[config.mk]
export PLATFORM = sky130hd
export DESIGN_NAME = imp_tile_sched_flat
export DESIGN_NICKNAME = d
export VERILOG_FILES = /design/src/rtl/imp_pkg.sv /design/src/rtl/imp_tile_sched_if.sv /design/src/rtl/imp_desc_fifo.sv /design/src/rtl/imp_tile_sched.sv /design/src/flat_wrapper.sv
export SDC_FILE = /design/constraint.sdc
export NUM_CORES = 1
export LEC_CHECK = 0
export ABC_AREA = 0
export CELL_PAD_IN_SITES_DETAIL_PLACEMENT = 1
export CELL_PAD_IN_SITES_GLOBAL_PLACEMENT = 1
export CORE_MARGIN = 2
export CORE_UTILIZATION = 30
export DETAILED_ROUTE_END_ITERATION = 8
export GPL_TIMING_DRIVEN = 0
export PLACE_DENSITY = 0.62
export SLEW_MARGIN = 5
export SYNTH_ARGS = -nofsm -noshare
export SYNTH_HDL_FRONTEND = slang
export SYNTH_HIERARCHICAL = 1
export SYNTH_SLANG_ARGS = --single-unit
[constraint.sdc]
create_clock -name clk -period 10.6 [get_ports clk]
set_input_delay 1.59 -clock clk [delete_from_list [all_inputs] [get_ports clk]]
set_output_delay 1.59 -clock clk [all_outputs]
set_load 0.02 [all_outputs]
[src/rtl/imp_pkg.sv]
`default_nettype none
// ============================================================================
// Module      : imp_pkg
// Description : Shared types for the image-read tile scheduler.
// Revision    : 1.0 - initial release
// ============================================================================
package imp_pkg;

    localparam int IMP_BEAT_W = 17;

    typedef struct packed {
        logic [7:0]  hsize;
        logic [7:0]  minx;
        logic [7:0]  vsize;
        logic [7:0]  miny;
        logic [31:0] baddr;
        logic [31:0] pitch;
    } imp_desc_t;

    typedef enum logic [2:0] {
        ST_IDLE  = 3'd0,
        ST_LOAD  = 3'd1,
        ST_START = 3'd2,
        ST_ARM   = 3'd3,
        ST_RUN   = 3'd4,
        ST_DONE  = 3'd5,
        ST_DRAIN = 3'd6
    } imp_sched_st_e;

    // The engine walks x from 0, so each row costs minx+hsize beats.
    function automatic logic [IMP_BEAT_W-1:0] imp_beats(input imp_desc_t d);
        logic [IMP_BEAT_W-1:0] w_x;
        logic [IMP_BEAT_W-1:0] w_y;
        w_x = {{(IMP_BEAT_W-8){1'b0}}, d.minx} + {{(IMP_BEAT_W-8){1'b0}}, d.hsize};
        w_y = {{(IMP_BEAT_W-8){1'b0}}, d.vsize};
        return w_x * w_y;
    endfunction

endpackage
`default_nettype wire

[src/rtl/imp_tile_sched_if.sv]
`default_nettype none
// ============================================================================
// Module      : imp_tile_sched_if
// Description : Descriptor push, engine config and engine handshake taps.
// Revision    : 1.0 - initial release
// ============================================================================
interface imp_tile_sched_if #(
    parameter int QDEPTH = 4
);
    import imp_pkg::*;

    logic                      desc_valid;
    logic                      desc_ready;
    logic [7:0]                desc_hsize;
    logic [7:0]                desc_minx;
    logic [7:0]                desc_vsize;
    logic [7:0]                desc_miny;
    logic [31:0]               desc_baddr;
    logic [31:0]               desc_pitch;
    logic                      abort;
    logic                      err_clr;
    logic                      mon_arvalid;
    logic                      mon_arready;
    logic                      mon_rvalid;
    logic                      mon_rready;
    logic [7:0]                IMP_HSIZE;
    logic [7:0]                IMP_COOR_MINX;
    logic [7:0]                IMP_VSIZE;
    logic [7:0]                IMP_COOR_MINY;
    logic [31:0]               IMP_SRC_BADDR;
    logic [31:0]               IMP_ADR_PITCH;
    logic                      IMP_ST;
    logic                      busy;
    logic                      job_done;
    logic                      job_abort;
    logic                      err_timeout;
    logic                      err_desc;
    logic [$clog2(QDEPTH):0]   q_level;

    modport slave (
        input  desc_valid, desc_hsize, desc_minx, desc_vsize, desc_miny,
               desc_baddr, desc_pitch, abort, err_clr,
               mon_arvalid, mon_arready, mon_rvalid, mon_rready,
        output desc_ready, IMP_HSIZE, IMP_COOR_MINX, IMP_VSIZE, IMP_COOR_MINY,
               IMP_SRC_BADDR, IMP_ADR_PITCH, IMP_ST, busy, job_done, job_abort,
               err_timeout, err_desc, q_level
    );

    modport master (
        output desc_valid, desc_hsize, desc_minx, desc_vsize, desc_miny,
               desc_baddr, desc_pitch, abort, err_clr,
               mon_arvalid, mon_arready, mon_rvalid, mon_rready,
        input  desc_ready, IMP_HSIZE, IMP_COOR_MINX, IMP_VSIZE, IMP_COOR_MINY,
               IMP_SRC_BADDR, IMP_ADR_PITCH, IMP_ST, busy, job_done, job_abort,
               err_timeout, err_desc, q_level
    );

endinterface
`default_nettype wire

[src/rtl/imp_desc_fifo.sv]
`default_nettype none
// ============================================================================
// Module      : imp_desc_fifo
// Description : Synchronous descriptor FIFO with flush and occupancy output.
// Revision    : 1.0 - initial release
// ============================================================================
module imp_desc_fifo
    import imp_pkg::*;
#(
    parameter int DEPTH = 4
) (
    input  wire                     clk,
    input  wire                     rst_n,
    input  wire                     i_flush,
    input  wire                     i_push,
    input  wire imp_desc_t          i_data,
    input  wire                     i_pop,
    output imp_desc_t               o_data,
    output logic                    o_full,
    output logic                    o_empty,
    output logic [$clog2(DEPTH):0]  o_level
);

    localparam int                c_AW   = $clog2(DEPTH);
    localparam logic [c_AW:0]     c_FULL = (c_AW + 1)'(DEPTH);

    imp_desc_t        r_mem [DEPTH];
    logic [c_AW-1:0]  r_wr_ptr;
    logic [c_AW-1:0]  r_rd_ptr;
    logic [c_AW:0]    r_level;
    logic             w_do_push;
    logic             w_do_pop;

    assign o_full    = (r_level == c_FULL);
    assign o_empty   = (r_level == '0);
    assign o_level   = r_level;
    assign o_data    = r_mem[r_rd_ptr];
    assign w_do_push = i_push & ~o_full;
    assign w_do_pop  = i_pop & ~o_empty;

    always_ff @(posedge clk) begin
        if (!rst_n || i_flush) begin
            r_wr_ptr <= '0;
            r_rd_ptr <= '0;
            r_level  <= '0;
        end else begin
            if (w_do_push) r_wr_ptr <= r_wr_ptr + 1'b1;
            if (w_do_pop)  r_rd_ptr <= r_rd_ptr + 1'b1;
            case ({w_do_push, w_do_pop})
                2'b10:   r_level <= r_level + 1'b1;
                2'b01:   r_level <= r_level - 1'b1;
                default: r_level <= r_level;
            endcase
        end
    end

    always_ff @(posedge clk) begin
        if (w_do_push && !i_flush) r_mem[r_wr_ptr] <= i_data;
    end

endmodule
`default_nettype wire

[src/rtl/imp_tile_sched.sv]
`default_nettype none
// ============================================================================
// Module      : imp_tile_sched
// Description : Queues tile descriptors and launches the image read engine.
// Revision    : 1.0 - initial release
// ============================================================================
module imp_tile_sched
    import imp_pkg::*;
#(
    parameter int QDEPTH = 4,
    parameter int TO_W   = 16
) (
    input  wire              clk,
    input  wire              rst_n,
    imp_tile_sched_if.slave  bus
);

    localparam int              c_LW      = $clog2(QDEPTH) + 1;
    localparam logic [TO_W-1:0] c_TO_LAST = {{(TO_W-1){1'b1}}, 1'b0};

    imp_sched_st_e          r_state;
    imp_desc_t              r_cfg;
    logic [IMP_BEAT_W-1:0]  r_beats_exp;
    logic [IMP_BEAT_W-1:0]  r_ar_cnt;
    logic [IMP_BEAT_W-1:0]  r_r_cnt;
    logic [TO_W-1:0]        r_to_cnt;
    logic                   r_imp_st;
    logic                   r_job_done;
    logic                   r_job_abort;
    logic                   r_err_timeout;
    logic                   r_err_desc;

    imp_desc_t              w_push_desc;
    imp_desc_t              w_head;
    logic                   w_full;
    logic                   w_empty;
    logic [c_LW-1:0]        w_level;
    logic                   w_push;
    logic                   w_pop;
    logic                   w_flush;
    logic                   w_head_zero;
    logic                   w_ar_hs;
    logic                   w_r_hs;
    logic                   w_counting;
    logic                   w_to_expire;
    logic                   w_complete;
    logic [IMP_BEAT_W-1:0]  w_ar_nxt;
    logic [IMP_BEAT_W-1:0]  w_r_nxt;

    assign w_push_desc = '{hsize: bus.desc_hsize, minx: bus.desc_minx,
                           vsize: bus.desc_vsize, miny: bus.desc_miny,
                           baddr: bus.desc_baddr, pitch: bus.desc_pitch};

    assign w_push      = bus.desc_valid & ~w_full & ~bus.abort;
    assign w_pop       = (r_state == ST_LOAD);
    assign w_flush     = bus.abort | w_to_expire;
    assign w_head_zero = (w_head.hsize == 8'd0) || (w_head.vsize == 8'd0);

    imp_desc_fifo #(
        .DEPTH (QDEPTH)
    ) u_fifo (
        .clk     (clk),
        .rst_n   (rst_n),
        .i_flush (w_flush),
        .i_push  (w_push),
        .i_data  (w_push_desc),
        .i_pop   (w_pop),
        .o_data  (w_head),
        .o_full  (w_full),
        .o_empty (w_empty),
        .o_level (w_level)
    );

    assign w_ar_hs    = bus.mon_arvalid & bus.mon_arready;
    assign w_r_hs     = bus.mon_rvalid & bus.mon_rready;
    // DRAIN is timed too so an aborted job whose engine stalls cannot hang the block.
    assign w_counting = (r_state == ST_ARM) || (r_state == ST_RUN) || (r_state == ST_DRAIN);
    assign w_ar_nxt   = (w_ar_hs && (r_ar_cnt != '1)) ? r_ar_cnt + 1'b1 : r_ar_cnt;
    assign w_r_nxt    = (w_r_hs && (r_r_cnt < w_ar_nxt)) ? r_r_cnt + 1'b1 : r_r_cnt;
    assign w_complete = (r_ar_cnt == r_beats_exp) && (r_r_cnt == r_ar_cnt);
    assign w_to_expire = w_counting && !w_r_hs && (r_to_cnt == c_TO_LAST);

    always_ff @(posedge clk) begin
        if (!rst_n) begin
            r_state       <= ST_IDLE;
            r_cfg         <= '0;
            r_beats_exp   <= '0;
            r_ar_cnt      <= '0;
            r_r_cnt       <= '0;
            r_to_cnt      <= '0;
            r_imp_st      <= 1'b0;
            r_job_done    <= 1'b0;
            r_job_abort   <= 1'b0;
            r_err_timeout <= 1'b0;
            r_err_desc    <= 1'b0;
        end else begin
            r_imp_st    <= 1'b0;
            r_job_done  <= 1'b0;
            r_job_abort <= 1'b0;

            if (w_counting) begin
                r_ar_cnt <= w_ar_nxt;
                r_r_cnt  <= w_r_nxt;
                r_to_cnt <= w_r_hs ? '0 : r_to_cnt + 1'b1;
            end

            if (w_to_expire)      r_err_timeout <= 1'b1;
            else if (bus.err_clr) r_err_timeout <= 1'b0;

            if ((r_state == ST_LOAD) && w_head_zero) r_err_desc <= 1'b1;
            else if (bus.err_clr)                    r_err_desc <= 1'b0;

            if (w_to_expire) begin
                r_state <= ST_IDLE;
            end else begin
                case (r_state)
                    ST_IDLE: begin
                        if (!w_empty && !r_err_timeout && !bus.abort) r_state <= ST_LOAD;
                    end
                    ST_LOAD: begin
                        if (bus.abort || w_head_zero) begin
                            r_state <= ST_IDLE;
                        end else begin
                            r_cfg       <= w_head;
                            r_beats_exp <= imp_beats(w_head);
                            r_imp_st    <= 1'b1;
                            r_state     <= ST_START;
                        end
                    end
                    ST_START: begin
                        r_ar_cnt <= '0;
                        r_r_cnt  <= '0;
                        r_to_cnt <= '0;
                        r_state  <= bus.abort ? ST_DRAIN : ST_ARM;
                    end
                    ST_ARM: begin
                        if (bus.abort)            r_state <= ST_DRAIN;
                        else if (bus.mon_arvalid) r_state <= ST_RUN;
                    end
                    ST_RUN: begin
                        if (bus.abort) begin
                            r_state <= ST_DRAIN;
                        end else if (w_complete) begin
                            r_job_done <= 1'b1;
                            r_state    <= ST_DONE;
                        end
                    end
                    ST_DONE: begin
                        r_state <= ST_IDLE;
                    end
                    ST_DRAIN: begin
                        if (w_complete) begin
                            r_job_abort <= 1'b1;
                            r_state     <= ST_IDLE;
                        end
                    end
                    default: r_state <= ST_IDLE;
                endcase
            end
        end
    end

    assign bus.desc_ready    = ~w_full;
    assign bus.IMP_HSIZE     = r_cfg.hsize;
    assign bus.IMP_COOR_MINX = r_cfg.minx;
    assign bus.IMP_VSIZE     = r_cfg.vsize;
    assign bus.IMP_COOR_MINY = r_cfg.miny;
    assign bus.IMP_SRC_BADDR = r_cfg.baddr;
    assign bus.IMP_ADR_PITCH = r_cfg.pitch;
    assign bus.IMP_ST        = r_imp_st;
    assign bus.busy          = (r_state != ST_IDLE) || !w_empty;
    assign bus.job_done      = r_job_done;
    assign bus.job_abort     = r_job_abort;
    assign bus.err_timeout   = r_err_timeout;
    assign bus.err_desc      = r_err_desc;
    assign bus.q_level       = w_level;

endmodule
`default_nettype wire

[src/flat_wrapper.sv]
// flat-port wrapper written by rule: the top's interface ports become plain ports
module imp_tile_sched_flat import imp_pkg::*;
#(
    parameter int QDEPTH = 4,
    parameter int TO_W   = 16
)
  (clk, rst_n, bus_desc_valid, bus_desc_hsize, bus_desc_minx, bus_desc_vsize, bus_desc_miny, bus_desc_baddr, bus_desc_pitch, bus_abort, bus_err_clr, bus_mon_arvalid, bus_mon_arready, bus_mon_rvalid, bus_mon_rready, bus_desc_ready, bus_IMP_HSIZE, bus_IMP_COOR_MINX, bus_IMP_VSIZE, bus_IMP_COOR_MINY, bus_IMP_SRC_BADDR, bus_IMP_ADR_PITCH, bus_IMP_ST, bus_busy, bus_job_done, bus_job_abort, bus_err_timeout, bus_err_desc, bus_q_level);
  imp_tile_sched_if #(.QDEPTH(QDEPTH)) bus_i ();
  input  wire clk;
  input  wire rst_n;
  input wire logic [$bits(bus_i.desc_valid)-1:0] bus_desc_valid;
  input wire logic [$bits(bus_i.desc_hsize)-1:0] bus_desc_hsize;
  input wire logic [$bits(bus_i.desc_minx)-1:0] bus_desc_minx;
  input wire logic [$bits(bus_i.desc_vsize)-1:0] bus_desc_vsize;
  input wire logic [$bits(bus_i.desc_miny)-1:0] bus_desc_miny;
  input wire logic [$bits(bus_i.desc_baddr)-1:0] bus_desc_baddr;
  input wire logic [$bits(bus_i.desc_pitch)-1:0] bus_desc_pitch;
  input wire logic [$bits(bus_i.abort)-1:0] bus_abort;
  input wire logic [$bits(bus_i.err_clr)-1:0] bus_err_clr;
  input wire logic [$bits(bus_i.mon_arvalid)-1:0] bus_mon_arvalid;
  input wire logic [$bits(bus_i.mon_arready)-1:0] bus_mon_arready;
  input wire logic [$bits(bus_i.mon_rvalid)-1:0] bus_mon_rvalid;
  input wire logic [$bits(bus_i.mon_rready)-1:0] bus_mon_rready;
  output wire logic [$bits(bus_i.desc_ready)-1:0] bus_desc_ready;
  output wire logic [$bits(bus_i.IMP_HSIZE)-1:0] bus_IMP_HSIZE;
  output wire logic [$bits(bus_i.IMP_COOR_MINX)-1:0] bus_IMP_COOR_MINX;
  output wire logic [$bits(bus_i.IMP_VSIZE)-1:0] bus_IMP_VSIZE;
  output wire logic [$bits(bus_i.IMP_COOR_MINY)-1:0] bus_IMP_COOR_MINY;
  output wire logic [$bits(bus_i.IMP_SRC_BADDR)-1:0] bus_IMP_SRC_BADDR;
  output wire logic [$bits(bus_i.IMP_ADR_PITCH)-1:0] bus_IMP_ADR_PITCH;
  output wire logic [$bits(bus_i.IMP_ST)-1:0] bus_IMP_ST;
  output wire logic [$bits(bus_i.busy)-1:0] bus_busy;
  output wire logic [$bits(bus_i.job_done)-1:0] bus_job_done;
  output wire logic [$bits(bus_i.job_abort)-1:0] bus_job_abort;
  output wire logic [$bits(bus_i.err_timeout)-1:0] bus_err_timeout;
  output wire logic [$bits(bus_i.err_desc)-1:0] bus_err_desc;
  output wire logic [$bits(bus_i.q_level)-1:0] bus_q_level;
  assign bus_i.desc_valid = bus_desc_valid;
  assign bus_i.desc_hsize = bus_desc_hsize;
  assign bus_i.desc_minx = bus_desc_minx;
  assign bus_i.desc_vsize = bus_desc_vsize;
  assign bus_i.desc_miny = bus_desc_miny;
  assign bus_i.desc_baddr = bus_desc_baddr;
  assign bus_i.desc_pitch = bus_desc_pitch;
  assign bus_i.abort = bus_abort;
  assign bus_i.err_clr = bus_err_clr;
  assign bus_i.mon_arvalid = bus_mon_arvalid;
  assign bus_i.mon_arready = bus_mon_arready;
  assign bus_i.mon_rvalid = bus_mon_rvalid;
  assign bus_i.mon_rready = bus_mon_rready;
  assign bus_desc_ready = bus_i.desc_ready;
  assign bus_IMP_HSIZE = bus_i.IMP_HSIZE;
  assign bus_IMP_COOR_MINX = bus_i.IMP_COOR_MINX;
  assign bus_IMP_VSIZE = bus_i.IMP_VSIZE;
  assign bus_IMP_COOR_MINY = bus_i.IMP_COOR_MINY;
  assign bus_IMP_SRC_BADDR = bus_i.IMP_SRC_BADDR;
  assign bus_IMP_ADR_PITCH = bus_i.IMP_ADR_PITCH;
  assign bus_IMP_ST = bus_i.IMP_ST;
  assign bus_busy = bus_i.busy;
  assign bus_job_done = bus_i.job_done;
  assign bus_job_abort = bus_i.job_abort;
  assign bus_err_timeout = bus_i.err_timeout;
  assign bus_err_desc = bus_i.err_desc;
  assign bus_q_level = bus_i.q_level;
  imp_tile_sched #(.QDEPTH(QDEPTH), .TO_W(TO_W)) u_core (.clk(clk), .rst_n(rst_n), .bus(bus_i));
endmodule
* Word level (Yosys, flattened, before mapping)
Memories as Yosys holds them, arrays and structs flattened. A register that Yosys moved wholly into a read port is not among the register bits.
Index checks and enable logic that the tools add are counted.
** Word-level totals
- Register bits :: 178
- Latch bits :: 0
- Bits in writable memories :: 384
- Memory bits (read-only) :: 0
- Input port bits :: 105
- Output and inout bits :: 106
- Word-level logic and storage cells :: 128
- Memories :: 1
** Cells by class
- Add/subtract/negate cells :: 8
- Multipliers :: 1
- Divide/modulo/power cells :: 0
- $lt $le $gt $ge :: 1
- Equal/unequal tests :: 16
- Shift-type cells :: 0
- Mux-type cells :: 31
- Bitwise logic cells :: 16
- Reductions and logical operators :: 35
** Memories
- u_core.u_fifo.r_mem :: words 4, width 96, read ports 1, clocked after memory_dff 1, wr ports 1, RTL line imp_desc_fifo.sv:27 : imp_desc_t r_mem [DEPTH];
** Operators with widths (number)
- two-way mux 17 bit :: 8
- two-way mux 16 bit :: 4
- adder 17 x 1 -> 17 bit, second input constant :: 2
- == test 17 bit :: 2
- two-way mux 3 bit :: 7
- one-hot mux 3 bit (6 select lines) :: 1
- < comparator 17 bit :: 1
- multiplier 17 x 8 -> 17 bit :: 1
- inequality test 17 bit, second input constant :: 1
- adder 16 x 1 -> 16 bit, second input constant :: 1
- == test 16 bit, second input constant :: 1
- logical NOT 8 bit :: 2
- adder 8 x 8 -> 9 bit :: 1
- == test 3 bit, second input constant :: 3
- logical AND 1 bit :: 9
- NOT 1 bit :: 9
- two-way mux 1 bit :: 7
- bitwise AND 1 bit :: 6
- == test 3 x 2 -> 1 bit, second input constant :: 2
- logical NOT 1 bit :: 6
- logical NOT 3 bit :: 2
- logical OR 1 bit :: 6
- two-way mux 2 bit :: 3
- one-hot mux 3 bit (2 select lines) :: 1
- 17 further kinds :: 22

* Logic depth before layout (Yosys ltp)
Gate-level depths: netlist of the first run.
- Depth in word-level cells :: 10
- Depth in mapped cells :: 27
- Gate-level depth less buffers :: 24

* Hierarchy
The synthesis of the first run kept the hierarchy.
** By module, submodules not included
- imp_desc_fifo :: instances 1, cells each 557, area an instance 14332.5 um2, sequential area each 11711.2 um2
- imp_tile_sched :: instances 1, cells each 1316, area an instance 10517.6 um2, sequential area each 3423.3 um2

* Least setup slack after synthesis of the first run
No wires, ideal clock.
- Path kind :: input to register
- Start point :: input bus_mon_rvalid
- End point :: memory u_core/u_fifo/r_mem[3][0] in the netlist's numbering, enable pin
- Setup time :: 688 ps
- Data arrival time :: 9377 ps
- Required time :: 9912 ps
- Path slack :: 535 ps
- Stages on the path :: 6
- Buffers on the path :: 1
- Cell sequence :: and2_1 clkbuf_1 or4_1 nor2_1 or2_2 nor3b_1
** Between the ends
- Longest elaborated chain between the ends :: 9
** Ends and longest elaborated chain
- start, declared :: RTL line flat_wrapper.sv:22 : input wire logic [$bits(bus_i.mon_rvalid)-1:0] bus_mon_rvalid;
- bitwise AND 1 bit :: RTL line imp_tile_sched.sv:75 : assign w_r_hs = bus.mon_rvalid & bus.mon_rready;
- logical NOT 1 bit :: RTL line imp_tile_sched.sv:81 : assign w_to_expire = w_counting && !w_r_hs && (r_to_cnt == c_TO_LAST);
- logical AND 1 bit (2 in a row) :: RTL line imp_tile_sched.sv:81
- bitwise OR 1 bit :: RTL line imp_tile_sched.sv:56 : assign w_flush = bus.abort | w_to_expire;
- named net u_core.w_flush :: RTL line imp_tile_sched.sv:40 : logic w_flush;
- logical NOT 1 bit :: RTL line imp_desc_fifo.sv:58 : if (w_do_push && !i_flush) r_mem[r_wr_ptr] <= i_data;
- logical AND 1 bit :: RTL line imp_desc_fifo.sv:58
- two-way mux 1 bit :: RTL line imp_desc_fifo.sv:58
- two-way mux 1 bit (implied by the code) :: RTL line imp_desc_fifo.sv:58
- end, declared :: RTL line imp_desc_fifo.sv:27
The timed path passes the listed nets, and every way through them passes these cells.

==> qor.txt, run 1 <==
DRT iter0 DRCs - 887
Clock Latency Late Sink - 0.63 ns
Die width - 292 um
CTS Root Cell - clkbuf_16
Mux contribution to synthesized area - 0.0968
Fmax - 124 MHz
Post-Synth Simple-Gate Area - 0.111
Post-synth EDFFs - 384
VDD IR-drop max - 0.141 mV
Cell Area, Synth - 24900 sq um
GR peak layer - met2
Outcome - finished, final reports clean
Die area - 85200 sq um
RSZ-0062 raised after global routing - false
Post-synthesis compound-gate area fraction - 0.0611
Synth-to-layout area growth - 24.2%
Post-cts hold buffer count - 0
Worst rel slew slack - 0.297
Static Leak - 0.0103 uW
Port bufs - 210
First-pass GRT wire length - 109000 um
Worst setup SP type - register
Post-synth ARST share - 0
# IOs - 211
Yosys top cell area share - 0.464
Total Nets Final - 2413
Most common cell after layout, fill and taps aside - edfxtp_1
XOR/XNOR Fraction of Synth Area - 0.0201
Top cells by area, synth - edfxtp_1 (46%), dfxtp_1 (15%), mux4_2 (8.7%)
GR Overflow Total - 0
Num rows - 105
CTS max path bufs - 3
Crit path max fanout - 10
Number of global-route vias before repair - 17936
Critical path class - register to register
Drt wl/cell - 21.4 um
CTS tree - yes
CP Capture Type - register
Initial Util - 0.303
Tot GR Track Use - 0.167
Final min period - 8.05 ns
Routed WL - 70800 um
Worst min path class - register to register
Synthesis Warnings - 6
Die height - 292 um
Final ANT Viol Nets - 0
Worst setup margin - 2.55 ns
Synthesized flop and latch total - 564
Largest family of logic cells by synthesized area - simple AND/OR/NAND/NOR gates
M2 GR Usage - 0.297
Max_cap viols - 0
Mean Syn Cell Area - 13.3 sq um
Area post-placement - 28800 sq um
Layout cells sized above 1 - 0.128
Largest net degree at the start of global routing - 17
Main synth FF type - edfxtp_1
Clk_skew - 0.0168 ns
# setup viols final - 0
Post_cts resized - 0
Clock H-tree levels - 2
WP data arrival - 8.51 ns
GP Congestion - 0.815
Vias - 16183
Seq/Total Area, Yosys - 0.609
DR pass1 iterations - 4
Required time worst endpoint - 11.06 ns
Slew Limit Fails - 0
Post-Syn Nets - 2093
Vias per cell - 4.88
Drt drc - 0
GR Util met1 - 0.199
Placement Setup Slack - 2.52 ns
Initial antenna violation count - 7
Yosys cell types - 69
Worst-Margin Slew - 1.05 ns
Clock sinks - 564
Adder-cell share of the synthesized area - 0.0712
Cells after synthesis - 1873
HPWL Detailed - 52800 um
Number of buffers created by CTS - 60
Area of the core - 82100 sq um
Most area-hungry cell type in the Yosys netlist - edfxtp_1
Commonest non-fill, non-tap cells in the layout - edfxtp_1 (384), nand2_1 (278), clkdlybuf4s50_1 (210)
Fin area - 30900 sq um
CTS clk-pin slew, worst paths - 0.06 ns
Pwr dens - 170 nW/um^2
# fillers - 8591
Crit share post-route - 0.759
Post-CTS setup buffer count - 0
Final Hold Vio Count - 0
Layout Utilization - 0.376
Met3 Track Usage GR - 0.0381
worst max-delay path: stages, from the launching register on:
cell and delay [ns]:
dfxtp_1 0.32, buf_2 0.30, buf_2 0.34, buf_2 0.41, mux4_2 0.45, ha_1 0.24, inv_1 0.07, fa_1 0.20
nor2b_1 0.06, o21ai_0 0.26, a21boi_0 0.18, o21a_1 0.23, nor3_1 0.80, nor3b_1 0.18, fa_1 0.58, fa_1 0.52
fa_1 0.49, inv_1 0.05, fa_1 0.47, inv_1 0.04, ha_1 0.25, or3_1 0.40, o31ai_1 0.46, a21oi_1 0.17
xnor2_1 0.29, a211oi_1 0.12
report_power, final:
part / switching, uW / internal [uW] / leakage, uW
Clock: 883 / 1310 / 0.00102
Combinational: 383 / 274 / 0.00441
Sequential: 13.1 / 2380 / 0.00492
Total: 1280 / 3960 / 0.0103
area by class of cell:
type	instances	area, sq um	share of cell area
sequential	564	15100	0.490
multi-input combinational	1137	8980	0.291
timing repair buffer	258	2560	0.0831
clock buffer	88	1750	0.0566
tap	1070	1340	0.0434
buffer	104	502	0.0163
clock inverter	24	342	0.0111
inverter	68	255	0.00827
antenna	2	5.00	0.000162
routing by layer:
layer	up-vias	routed length (um)
met5	-	69
met4	12	2120
met3	116	3740
met2	307	35800
met1	8273	29100
li1	7475	-
cells in the mapped netlist (24+ instances only):
| master | n |
|---|---|
| edfxtp_1 | 384 |
| a21oi_1 | 159 |
| mux4_2 | 96 |
| nand2_1 | 278 |
| nor3_1 | 31 |
| nor2_1 | 74 |
| xnor2_1 | 37 |
| nand2b_1 | 24 |
| and2_1 | 37 |
| nand3_1 | 34 |
| fa_1 | 44 |
| ha_1 | 71 |
| clkbuf_1 | 71 |
| dfxtp_1 | 180 |
| inv_1 | 67 |
state kept, by name, summed over array words and instances, names as in the netlist, 8 cells and up, named ones only:
register	count
u_core/bus.IMP_COOR_MINX	8
u_core/bus.IMP_ADR_PITCH	32
u_core/bus.IMP_VSIZE	8
u_core/bus.IMP_HSIZE	8
u_core/bus.IMP_SRC_BADDR	32
u_core/r_to_cnt	16
u_core/r_r_cnt	17
u_core/r_ar_cnt	17
u_core/r_beats_exp	17
u_core/u_fifo/r_mem	384
u_core/bus.IMP_COOR_MINY	8
final timing paths:
check	from	to	slack [ns]	depth (start not counted)
worst max-delay path	register	u_core/r_beats_exp[13]	2.55	25
worst max register to register	register	u_core/r_beats_exp[13]	2.55	25
worst min-delay path	u_core/bus.IMP_SRC_BADDR[20]	u_core/bus.IMP_SRC_BADDR[20]	0.45	2
worst min register to register	u_core/bus.IMP_SRC_BADDR[20]	u_core/bus.IMP_SRC_BADDR[20]	0.45	2
logic make-up after synthesis:
family | count (synthesis)
XOR/XNOR | 57
AND/OR/NAND/NOR | 585
multiplexers | 120
flip-flops | 564
buffers and inverters | 172
adder cells (fa/ha/maj) | 115
AO/OA/AOI/OAI | 260
per-stage QoR:
stage	power [uW]	setup TNS, ns	hold WS (ns)	std cells
2_1_floorplan	2860	0	0.441	1873
3_3_place_gp	3090	-2962.12	0.442	3153
3_5_place_dp	3100	0	0.448	3201
4_1_cts	5310	0	0.457	3313
5_1_grt	5470	0	0.473	3313
6_report	5240	0	0.454	3315
(Power assumes the default switching activity.)
==> inputs of run 2 (changes only) <==
==> constraint.sdc (replaced) <==
create_clock -name clk -period 6.5 [get_ports clk]
set_input_delay 0.975 -clock clk [delete_from_list [all_inputs] [get_ports clk]]
set_output_delay 0.975 -clock clk [all_outputs]
set_load 0.02 [all_outputs]
==> run 2 against run 1 <==
The run now ends with setup timing left. Global-route usage decreased by 0.054 points. Count of clock-buffer cells in the layout decreased by 4. Flip-flop and latch count unchanged. Critical path depth decreased by 2. Sequential power increased by 63%. Clock power increased by 57%. Setup slack got worse by 2.6 ns. Maximum frequency increased by 23%. Largest cell class unchanged.
==> qor.txt, run 2 (synthesis results as in run 1) <==
Outcome - finished with violations
Failing checks - setup timing
Metal3 WL - 3450 um
WP data arrival - 7.03 ns
Commonest non-fill, non-tap cells in the layout - edfxtp_1 (384), nand2_1 (278), clkdlybuf4s50_1 (210)
Area of the core - 82100 sq um
Vias per cell - 4.84
RSZ-0062 raised after global routing - true
VDD IR-drop max - 0.252 mV
Met2 routed WL - 36100 um
CTS clk-pin slew, worst paths - 0.06 ns
Worst-Margin Slew - 1.22 ns
Largest net degree at the start of global routing - 17
M1 WL - 29800 um
DR pass1 iterations - 5
Synth-to-layout area growth - 26.7%
Routed WL - 70900 um
CP max-delay cell - mux4_2
Total Nets Final - 2441
Fin area - 31500 sq um
Hold slack - 0.454 ns
CTS max path bufs - 3
Initial antenna violation count - 6
Die height - 292 um
CTS Root Cell - clkbuf_16
Reg-to-Reg End - u_core/r_beats_exp[13]
Drt drc - 0
Final std cells w/o fill - 3341
HP Start - u_core/bus.IMP_SRC_BADDR[28]
HPWL Detailed - 52600 um
Worst setup SP type - register
R2r setup slk - -0.07 ns
Initial Util - 0.303
Register-to-Register Path Depth - 23
Max_cap viols - 0
Number of global-route vias before repair - 17802
Final Hold Vio Count - 0
Static Leak - 0.0106 uW
Worst setup margin - -0.0661 ns
Clock sinks - 564
Hold EP - u_core/bus.IMP_SRC_BADDR[28]
Layout Utilization - 0.383
CP max stage delay - 0.59 ns
Final ANT Viol Nets - 0
Multi-input gate area in the final layout - 9310 sq um
Required time worst endpoint - 6.96 ns
Reg with most FFs - u_core/u_fifo/r_mem
Die area - 85200 sq um
# IOs - 211
Number of buffers created by CTS - 58
Crit path max fanout - 6
Area post-placement - 28800 sq um
Top routing layer in use - met5
First-pass GRT wire length - 109000 um
DRT iter0 DRCs - 770
WHS Path Cells - 2
Critical path class - register to register
Clock Latency Late Sink - 0.63 ns
# fillers - 8605
GR Overflow Total - 0
# setup viols final - 2
Cell with the most instances on the worst path - fa_1
Pwr dens - 275 nW/um^2
Clock H-tree levels - 2
Vias - 16186
Worst rel slew slack - 0.188
Slew Limit Fails - 0
Drt wl/cell - 21.2 um
CP Capture Type - register
Worst path cell trace - buf_12 > buf_16 > mux4_2 > ha_2 > nor2b_1 > o21ai_2 > a21boi_2 > o21a_2 > nor3_4 > buf_6 > nor3b_1 > fa_1 > fa_1 > fa_1 > inv_1 > fa_1 > inv_1 > ha_4 > or3_4 > o31ai_4 > a21oi_2 > xnor2_1 > a211oi_1
Crit share post-route - 1.01
Layout cells sized above 1 - 0.160
Post-cts hold buffer count - 0
Final min period - 6.57 ns
Placed Cells - 3199
Worst min path class - register to register
Num rows - 105
CTS tree - yes
Tot GR Track Use - 0.166
Port bufs - 210
GP Congestion - 0.822
Die width - 292 um
Number of flip-flops under the largest register name - 384
Final Power - 8640 uW
Clk_skew - 0.0370 ns
Top delay family on crit path - adder cells
Fmax - 152 MHz
Most common cell after layout, fill and taps aside - edfxtp_1
CP bufs+invs - 5
FF/Latch Area - 15100 sq um
[run 2: cell types whose count changed in the layout (fill, tap and decap cells not counted), sizes merged]
cell / delta
buf: +31
diode: -1
clkbuf: -5
clkinvlp: -2
clkinv: +5
bufinv: -2
[run 2: cell type report]
type                       count  share of cell area
tap                         1070              0.0425
multi-input combinational   1137               0.296
clock inverter                25             0.00946
inverter                      68             0.00811
timing repair buffer         290              0.0911
clock buffer                  84              0.0546
sequential                   564               0.481
antenna                        1           0.0000795
buffer                       102              0.0176
[run 2: metrics by stage]
step | TNS (ns) | setup WS, ns
finish | -0.0792 | -0.0661
detailed placement | -11.15 | -1.56
floorplan | -848.84 | -2.95
global route | -0.740 | -0.202
CTS | 0 | 0.00211
global placement | -3700.52 | -11.48
[run 2: timing repair]
| item | CTS | global route |
|---|---|---|
| gates resized for setup | 48 | 39 |
| buffers inserted | 25 | 9 |
| endpoints found under the hold margin | 0 | 0 |
| endpoints found under the setup margin | 11 | 8 |
| pin swaps | 14 | 28 |
[run 2: worst max path at each step]
stage | startpoint | depth (start not counted) | slack (ns) | to
5_1_grt | register | 23 | -0.20 | u_core/r_beats_exp[13]
3_5_place_dp | register | 26 | -1.56 | u_core/r_beats_exp[14]
4_1_cts | register | 26 | 0.002 | u_core/r_beats_exp[12]
3_3_place_gp | bus_abort | 5 | -11.48 | u_core/u_fifo/r_mem[0][77]
2_1_floorplan | bus_mon_rvalid | 6 | -2.95 | u_core/u_fifo/r_mem[0][0]
6_report | register | 23 | -0.07 | u_core/r_beats_exp[13]
[run 2: power by group]
part	internal, uW	total, uW	switching (uW)	leakage [uW]
sequential	3870	3890	20.9	0.00492
clock	2040	3460	1420	0.00100
combinational	572	1290	716	0.00464
total	6490	8640	2160	0.0106
[run 2: worst register-to-register path, stage by stage (launching register included)]
cell      delay [ns]
dfxtp_2         0.35
buf_12          0.14
buf_16          0.16
mux4_2          0.59
ha_2            0.44
nor2b_1         0.22
o21ai_2         0.09
a21boi_2        0.22
o21a_2          0.23
nor3_4          0.08
buf_6           0.15
nor3b_1         0.35
fa_1            0.54
fa_1            0.50
fa_1            0.50
inv_1           0.05
fa_1            0.47
inv_1           0.07
ha_4            0.17
or3_4           0.35
o31ai_4         0.32
a21oi_2         0.11
xnor2_1         0.24
a211oi_1        0.10
[run 2: metal layers]
metal  vias up  GRT usage
met5         -          0
met4        12     0.0372
met3       101     0.0387
met2       262      0.297
met1      8280      0.203
li1       7531          -
==> inputs of run 3 (changes only) <==
--- a/config.mk
+++ b/config.mk
@@ -12,9 +12,8 @@
 export CORE_UTILIZATION = 30
 export DETAILED_ROUTE_END_ITERATION = 8
 export GPL_TIMING_DRIVEN = 0
-export PLACE_DENSITY = 0.62
+export PLACE_DENSITY_LB_ADDON = 0.25
 export SLEW_MARGIN = 5
 export SYNTH_ARGS = -nofsm -noshare
 export SYNTH_HDL_FRONTEND = slang
-export SYNTH_HIERARCHICAL = 1
 export SYNTH_SLANG_ARGS = --single-unit
==> run 3 against run 2 <==
The run still ends with setup timing left. Cell area is 1.8% lower. Routed wire length is 2.4% lower. Sequential power up 2%. Global-route usage fell by 0.34 points. First-iteration DRC count rose by 20%. Non-clock buffer count down 41. Final cell count fell by 1.8%. Maximum frequency up 0.77%. Count of clock-buffer cells in the layout rose by 4. Clock skew rose by 0.010 ns.
==> qor.txt, run 3 <==
Top cells by area, synth - edfxtp_1 (47%), dfxtp_1 (15%), mux4_2 (8.8%)
Clk_skew - 0.0470 ns
Routed WL - 69200 um
Count leader, synth - edfxtp_1
Crit path max fanout - 4
Static Leak - 0.0104 uW
Met3 Track Usage GR - 0.0310
Multi-input gate area in the final layout - 9120 sq um
Cells after synthesis - 1844
Initial Util - 0.302
CTS clk-pin slew, worst paths - 0.06 ns
Register-to-Register Path Depth - 26
Failing checks - setup timing
Final ANT Viol Nets - 0
Vias - 16130
VDD IR-drop max - 0.241 mV
WP data arrival - 7.04 ns
Setup_tns - -0.0159 ns
Outcome - finished with violations
Seq/Total Area, Yosys - 0.615
Required time worst endpoint - 7.03 ns
Initial antenna violation count - 10
Synthesized flop and latch total - 564
Yosys top cell area share - 0.469
Post-synth EDFFs - 384
Cell Area, Synth - 24600 sq um
FF/Latch Area - 15100 sq um
CP Capture Type - register
Reg with most FFs - u_core.u_fifo.r_mem
Vias per cell - 4.92
First-pass GRT wire length - 106000 um
Yosys cell types - 58
GR Overflow Total - 0
Commonest non-fill, non-tap cells in the layout - edfxtp_1 (384), clkdlybuf4s50_1 (209), dfxtp_1 (179)
Worst min path class - register to register
Main synth FF type - edfxtp_1
GP Congestion - 0.805
Clock H-tree levels - 2
Clock sinks - 564
WHS Path Cells - 2
Final Hold Vio Count - 0
Synthesis Warnings - 0
Final std cells w/o fill - 3280
Pwr dens - 309 nW/um^2
Final min period - 6.52 ns
Placed Cells - 3131
Num rows - 105
CTS max path bufs - 3
# setup viols final - 1
Tot GR Track Use - 0.163
Worst rel slew slack - 0.143
Die area - 84300 sq um
Critical path class - register to register
Total Nets Final - 2376
DR pass1 iterations - 5
Number of flip-flops under the largest register name - 384
HPWL Detailed - 48600 um
Crit share post-route - 1.00
Most frequent cells after synthesis - edfxtp_1 (384), dfxtp_1 (180), nand2_1 (166), nand3_1 (131), nor2_1 (113)
Drt wl/cell - 21.1 um
Die height - 290 um
# IOs - 211
Worst-Margin Slew - 1.28 ns
Port bufs - 209
Drt drc - 0
Fmax - 153 MHz
Worst setup SP type - register
# fillers - 8552
Layout cells sized above 1 - 0.140
GR peak layer - met2
Most common cell after layout, fill and taps aside - edfxtp_1
M2 GR Usage - 0.291
Synth-to-layout area growth - 25.7%
Worst setup margin - -0.0159 ns
RSZ-0062 raised after global routing - true
CTS tree - yes
DRT iter0 DRCs - 926
CTS Root Cell - clkbuf_16
Post-Syn Nets - 2064
Die width - 290 um
Post-synth ARST share - 0
Most area-hungry cell type in the Yosys netlist - edfxtp_1
Post-cts hold buffer count - 0
Slew Limit Fails - 0
Area of the core - 81600 sq um
Mean Syn Cell Area - 13.3 sq um
Max_cap viols - 0
Largest net degree at the start of global routing - 48
GR Util met1 - 0.201
Clock Latency Late Sink - 0.64 ns
Number of buffers created by CTS - 59
Number of global-route vias before repair - 17556
==> run 3: logic make-up after synthesis <==
family                     Yosys count  synth area share
adders and majority gates          115            0.0719
DFF                                564             0.615
buffers and inverters              172            0.0288
muxes                              108            0.0929
and+or+nand+nor                    578             0.112
AOI/OAI and AO/OA                  244            0.0566
xor gates and xnor gates            63            0.0224
==> run 3: area by class of cell <==
cell class / count / share of cell area
Tap cell: 1070 / 0.0433
Sequential cell: 564 / 0.490
Timing Repair Buffer: 251 / 0.0832
Multi-Input combinational cell: 1108 / 0.295
Antenna cell: 3 / 0.000243
Inverter: 72 / 0.00874
Clock inverter: 24 / 0.00842
Clock buffer: 88 / 0.0552
Buffer: 100 / 0.0165
==> run 3: critical path, cell delays in order (launching register included) <==
cell	delay [ns]
dfxtp_4	0.39
buf_12	0.12
buf_12	0.11
mux4_2	0.59
buf_6	0.16
fa_2	0.38
a21o_1	0.20
a21oi_4	0.18
o21bai_1	0.10
a21oi_2	0.16
buf_6	0.14
xor2_4	0.16
buf_6	0.12
nor2_2	0.04
fa_1	0.55
fa_1	0.43
fa_1	0.50
inv_1	0.05
fa_1	0.50
inv_2	0.05
ha_4	0.21
o21a_1	0.14
o21ai_4	0.19
a211oi_2	0.08
o31a_1	0.31
or3_1	0.30
a41o_1	0.22
==> run 3: report_power, final <==
group / switching [uW] / internal, uW / leakage [uW]
Combinational: 1200 / 967 / 0.00444
Clock: 1440 / 1980 / 0.000974
Sequential: 46.4 / 3920 / 0.00494
==> run 3: repair_timing <==
action                     CTS  global route
setup endpoints to repair    9             7
resized for setup           44            31
setup buffers               21            13
pin swaps                   21            25
==> run 3: through the flow <==
| step | utilization | power, uW | setup slack [ns] | hold WS (ns) | instance area [sq um] |
|---|---|---|---|---|---|
| 4_1_cts | 0.376 | 9470 | -0.146 | 0.454 | 30700 |
| 6_report | 0.379 | 9550 | -0.0159 | 0.454 | 30900 |
| 2_1_floorplan | - | 5190 | 0.0213 | 0.437 | 24600 |
| 3_3_place_gp | 0.344 | 5740 | -1.02 | 0.437 | 28100 |
| 5_1_grt | 0.379 | 10000 | -0.238 | 0.478 | 30900 |
| 3_5_place_dp | 0.347 | 5780 | -1.12 | 0.443 | 28300 |
==> run 3: final timing paths <==
path	end	from	slack [ns]
min reg2reg	u_core.bus.IMP_ADR_PITCH[14]	u_core.bus.IMP_ADR_PITCH[14]	0.45
min	u_core.bus.IMP_ADR_PITCH[14]	u_core.bus.IMP_ADR_PITCH[14]	0.45
max reg2reg	u_core.r_beats_exp[15]	register	-0.02
max	u_core.r_beats_exp[15]	register	-0.02
==> run 3: metal layers <==
metal  routed length, um  up-vias
met5                  94        -
met1               28900     8289
li1                    -     7443
met3                3070      107
met4                1480       14
met2               35700      277
